File: src/rtl/out_port_arbiter_pkg.sv
// Shared constants for the 5-input output-port arbiter: port indices,
// mux select codes and the arbiter state type.
package out_port_arbiter_pkg;

    localparam int NUM_PORTS = 5;

    localparam int P0 = 0;
    localparam int P1 = 1;
    localparam int P2 = 2;
    localparam int P3 = 3;
    localparam int P4 = 4;

    localparam logic [2:0] SEL_P0 = 3'b000;
    localparam logic [2:0] SEL_P1 = 3'b001;
    localparam logic [2:0] SEL_P2 = 3'b010;
    localparam logic [2:0] SEL_P3 = 3'b011;
    localparam logic [2:0] SEL_P4 = 3'b100;

    typedef enum logic {
        IDLE   = 1'b0,
        LOCKED = 1'b1
    } arb_state_t;

    // Idle (all-zero) grant maps to port 0's code; out_valid qualifies it.
    function automatic logic [2:0] grant_to_sel(input logic [NUM_PORTS-1:0] g);
        logic [2:0] s;
        s = SEL_P0;
        case (g)
            5'b00001: s = SEL_P0;
            5'b00010: s = SEL_P1;
            5'b00100: s = SEL_P2;
            5'b01000: s = SEL_P3;
            5'b10000: s = SEL_P4;
            default:  s = SEL_P0;
        endcase
        return s;
    endfunction

endpackage

File: src/rtl/out_port_arbiter_credit_counter.sv
// Downstream credit tracker: one credit consumed per transfer, one returned
// per credit pulse, saturating at CREDITS with a sticky overflow flag.
module credit_counter #(
    parameter int CREDITS = 4
) (
    input  logic       clk,
    input  logic       reset,
    input  logic       dec,
    input  logic       inc,
    output logic [3:0] count,
    output logic       err
);

    // dec is only raised while count != 0, so no underflow guard is needed.
    always_ff @(posedge clk) begin
        if (reset) begin
            count <= 4'(CREDITS);
            err   <= 1'b0;
        end else if (dec && !inc) begin
            count <= count - 4'd1;
        end else if (inc && !dec) begin
            if (count == 4'(CREDITS)) begin
                err <= 1'b1;
            end else begin
                count <= count + 4'd1;
            end
        end
    end

endmodule

File: src/rtl/out_port_arbiter.sv
// Round-robin, packet-locked arbiter for one router output port; drives the
// select code for the existing 5:1 flit mux and tracks downstream credits.
module out_port_arbiter
    import out_port_arbiter_pkg::*;
#(
    parameter int CREDITS = 4
) (
    input  logic       clk,
    input  logic       reset,
    input  logic [4:0] req,
    input  logic [4:0] tail,
    input  logic       credit_in,
    output logic [4:0] grant,
    output logic [2:0] sel,
    output logic       out_valid,
    output logic [3:0] credit_cnt,
    output logic       cr_err
);

    arb_state_t state, state_nxt;
    logic [4:0] grant_nxt;
    logic [2:0] ptr, ptr_nxt;
    logic [2:0] winner_idx;
    logic       winner_found;
    logic [3:0] cand;
    logic [2:0] owner_idx;
    logic       tail_xfer;

    always_ff @(posedge clk) begin
        if (reset) begin
            state <= IDLE;
            grant <= '0;
            ptr   <= 3'(P0);
        end else begin
            state <= state_nxt;
            grant <= grant_nxt;
            ptr   <= ptr_nxt;
        end
    end

    // First requester at or after ptr, wrapping past port 4 back to port 0.
    always_comb begin
        winner_found = 1'b0;
        winner_idx   = ptr;
        cand         = '0;
        for (int i = 0; i < NUM_PORTS; i++) begin
            cand = {1'b0, ptr} + 4'(i);
            if (cand >= 4'(NUM_PORTS)) begin
                cand = cand - 4'(NUM_PORTS);
            end
            if (!winner_found && req[cand[2:0]]) begin
                winner_found = 1'b1;
                winner_idx   = cand[2:0];
            end
        end
    end

    always_comb begin
        owner_idx = 3'(P0);
        for (int i = 0; i < NUM_PORTS; i++) begin
            if (grant[i]) begin
                owner_idx = 3'(i);
            end
        end
    end

    assign out_valid = (state == LOCKED) && ((grant & req) != 5'b0) && (credit_cnt != 4'd0);
    assign tail_xfer = out_valid && ((grant & tail) != 5'b0);
    assign sel       = grant_to_sel(grant);

    always_comb begin
        state_nxt = state;
        grant_nxt = grant;
        ptr_nxt   = ptr;
        case (state)
            IDLE: begin
                if (winner_found && (credit_cnt != 4'd0)) begin
                    state_nxt = LOCKED;
                    grant_nxt = 5'b00001 << winner_idx;
                end
            end
            LOCKED: begin
                if (tail_xfer) begin
                    state_nxt = IDLE;
                    grant_nxt = '0;
                    ptr_nxt   = (owner_idx == 3'(P4)) ? 3'(P0) : owner_idx + 3'd1;
                end
            end
            default: begin
                state_nxt = IDLE;
                grant_nxt = '0;
            end
        endcase
    end

    credit_counter #(
        .CREDITS(CREDITS)
    ) u_credit_counter (
        .clk  (clk),
        .reset(reset),
        .dec  (out_valid),
        .inc  (credit_in),
        .count(credit_cnt),
        .err  (cr_err)
    );

endmodule

File: config.mk
export PLATFORM = sky130hd
export DESIGN_NAME = out_port_arbiter
export DESIGN_NICKNAME = d
export VERILOG_FILES = /design/src/rtl/out_port_arbiter_pkg.sv /design/src/rtl/out_port_arbiter_credit_counter.sv /design/src/rtl/out_port_arbiter.sv
export SDC_FILE = /design/constraint.sdc
export NUM_CORES = 1
export LEC_CHECK = 0
export ABC_CLOCK_PERIOD_IN_PS = 4400
export BUFFER_PORTS_ARGS = -buffer_cell sky130_fd_sc_hd__buf_4
export CORE_ASPECT_RATIO = 0.9
export CORE_MARGIN = 2
export CORE_UTILIZATION = 51
export DETAILED_ROUTE_END_ITERATION = 8
export PLACE_DENSITY = 0.84
export RECOVER_POWER = 100
export SLEW_MARGIN = 0
export SYNTH_ARGS = -nofsm -noshare
export SYNTH_HDL_FRONTEND = slang
export SYNTH_HIERARCHICAL = 1
export SYNTH_SLANG_ARGS = --single-unit
File: constraint.sdc
create_clock -name clk -period 4.4 [get_ports clk]
set_input_delay 0.22 -clock clk [delete_from_list [all_inputs] [get_ports clk]]
set_output_delay 0.22 -clock clk [all_outputs]
set_load 0.02 [all_outputs]
==> reports/metrics.cfg <==
[floorplan]
dieArea_um2=4090
row_count=20
die_x_um=67.2
ios=27
die_y_um=60.9
initial_core_util_pct=53.9
core_um2=3400

[synthesis]
async_flop_share_pct=0
ys_seq_area_share_pct=15.3
avgSynthCellArea_um2=8.00
synth_edf_count=0
ys_types=66
syn-num-nets=256
yosys_most_used_dff=dfxtp_1
synth_area_um2=1830
synth_area_leaders=dfxtp_1 (15%), ha_1 (8.9%), mux2i_1 (6.0%), a21oi_1 (4.6%), nor2_1 (4.5%)
yosysTopAreaCell=dfxtp_1
synth_top_area_share_pct=15.3
synthCells=229
yosysWarnings=6
ys_ff_latch=14

[timing]
final_max_slew_viol_count=0
finalCritPeriodShare_pct=82.4
tightest_slew_ps=634
skew_ps=1.13
fin_tns_setup_ps=0
hold_viol_final=0
setup_viol=0
period_minus_slack_ps=3620
relSlewSlack_pct=57.7
rsz0062_at_grt=no
fin_ws_ps=776
hold_ws_ps=243
fmax_mhz=276

[grt]
antenna_found_initial=0
grt_pass1_wl_mm=7.32
grt_start_max_net_pins=23
grt_usage_pct=23.0
grt_pass1_vias=1528
overflow=0

[critical_path]
slowest_delay_ps=540
path_buf_inv=1
worstPathRequired_ps=4540
cpMaxStageDelayCell=ha_1
startpoint=ptr[1]
cp_top_family=compound AO/OA/AOI/OAI gates
rr_startpoint=ptr[1]
path_cells=inv_1 -> ha_1 -> mux2i_1 -> mux4_2 -> o22ai_1 -> a41o_1 -> nor3_2 -> nand2_1 -> or3_1 -> a2bb2oi_1 -> a32o_1
worst-setup-path-type=flip-flop to flip-flop
worstSetupStartpointType=flip-flop
crit_path_max_fanout=8
arrival_ps=3770
cp-end-kind=flip-flop

[clocking]
cts.reportedPaths.clkPinSlew_ps=60
hold_buffers=0
cts_resized=0
ctsLongestPathBuffers=2
cts.sinks=14
root_buffer=clkbuf_8
cts_setup_buffers=0
insertion_delay_ps=250
htreeDepth=1
cts_tree=done
cts_made_buffers=3

[worst_hold_path]
hold_path_class=primary input to flip-flop
min_from=reset

[drt]
routed-wl-met2_mm=2.04
dr.pass1.iters=4
drcViolationCount=0
top_layer_used=met4
ant_nets=0
vias=1818
post_drt_wl_per_cell_um=15.1
wl_met3_um=272
drt_iter0_markers=138
viasPerCell=6.18
wl_met1_mm=2.10
drt_wl_total_mm=4.43

[layout]
postLayoutCellArea_um2=2050
area_delta_synth_final_pct=12.0
num_antenna_cells=0
nNetsFinal=279
stdcell_count=294
drive_above_1_share_pct=14.0

[outcome]
outcome=complete, no violations

[run]
cap_violations=0

[place]
place_area_um2=2060
dp.cells=291
port_buffers=26
detailed_place_hpwl_mm=3.38
place_congestion=0.897
pre_cts_slack_ps=818

[power]
vdd.ir_drop.worst_mv=0.159
intPower_mw=0.245
pwr-share-comb_pct=32.5
p_sw_share_pct=34.2
pwr-share-clk_pct=28.7
seqPwrFrac_pct=38.7
p_leak_nw=0.840
power.density_nw_per_um2=181
power.switching_mw=0.127

cell families after synthesis:
family / Yosys count / synth area share [%]
AOI/OAI and AO/OA: 70 / 29.3
xor gates and xnor gates: 11 / 5.67
adders and majority gates: 14 / 9.97
buffers and inverters: 23 / 4.91
DFF: 14 / 15.3
muxes: 14 / 9.08
and+or+nand+nor: 83 / 25.8
flip-flops by register name (all words and copies together) (netlist names):
signal,cells
u_credit_counter/count,4
u_credit_counter/err,1
ptr,3
state,1
grant,5
area by class of cell:
cell class	count	area [um^2]
Clock buffer	3	41.3
Fill cell	338	1350
Inverter	12	45.0
Multi-Input combinational cell	192	1460
Sequential cell	14	280
Tap cell	44	55.1
Timing Repair Buffer	29	169
power by group through the flow:
| stage | Clock, mW | Sequential, mW | Combinational, mW |
|---|---|---|---|
| global placement | 0 | 0.147 | 0.124 |
| detailed placement | 0 | 0.147 | 0.126 |
| global route | 0.113 | 0.146 | 0.133 |
| floorplan | 0 | 0.148 | 0.0828 |
| finish | 0.107 | 0.144 | 0.121 |
| CTS | 0.106 | 0.144 | 0.126 |
final timing paths:
kind,cells after the start,end,slack [ps]
worst min register to register,2,u_credit_counter/err,470
worst min-delay path,2,state,240
worst max register to register,11,grant[3],780
worst max-delay path,11,grant[3],780
synth_stat cells, types with 3 or more instances:
library cell / number
dfxtp_1: 14
ha_1: 13
a21oi_1: 17
and2_1: 4
buf_2: 3
xnor2_1: 8
nand2_1: 13
a211oi_1: 4
nor2_1: 22
mux2i_1: 11
a22oi_1: 3
nand2b_1: 6
nor3_1: 3
or3_1: 3
o31ai_1: 6
nor2b_1: 4
nor3b_1: 4
clkbuf_1: 7
o21ai_0: 4
nor4_1: 6
inv_1: 11
placed cells by master (no fill, tap or decap), types with 3 or more instances in the layout:
cell type,netlist,final
a211oi_1,4,4
a21oi_1,17,17
a22oi_1,3,3
and2_1,4,3
buf_4,0,16
clkbuf_1,7,13
clkbuf_8,0,3
dfxtp_1,14,14
ha_1,13,13
inv_1,11,11
mux2i_1,11,11
nand2_1,13,13
nand2b_1,6,6
nor2_1,22,22
nor2b_1,4,4
nor3_1,3,3
nor3b_1,4,4
nor4_1,6,6
o21ai_0,4,4
o31ai_1,6,6
or3_1,3,3
xnor2_1,8,8
routing by layer:
layer / vias up / GRT usage (%)
li1: 909 / -
met1: 841 / 32.5
met2: 64 / 36.4
met3: 4 / 5.57
met4: 0 / 4.08
met5: - / 0
stage by stage:
stage / utilization [%] / total power, mW
2_1_floorplan: - / 0.231
3_3_place_gp: 60.6 / 0.271
3_5_place_dp: 60.6 / 0.273
4_1_cts: 61.8 / 0.377
5_1_grt: 60.3 / 0.392
6_report: 60.3 / 0.372
Note: power is estimated with default switching activity, not from simulation.
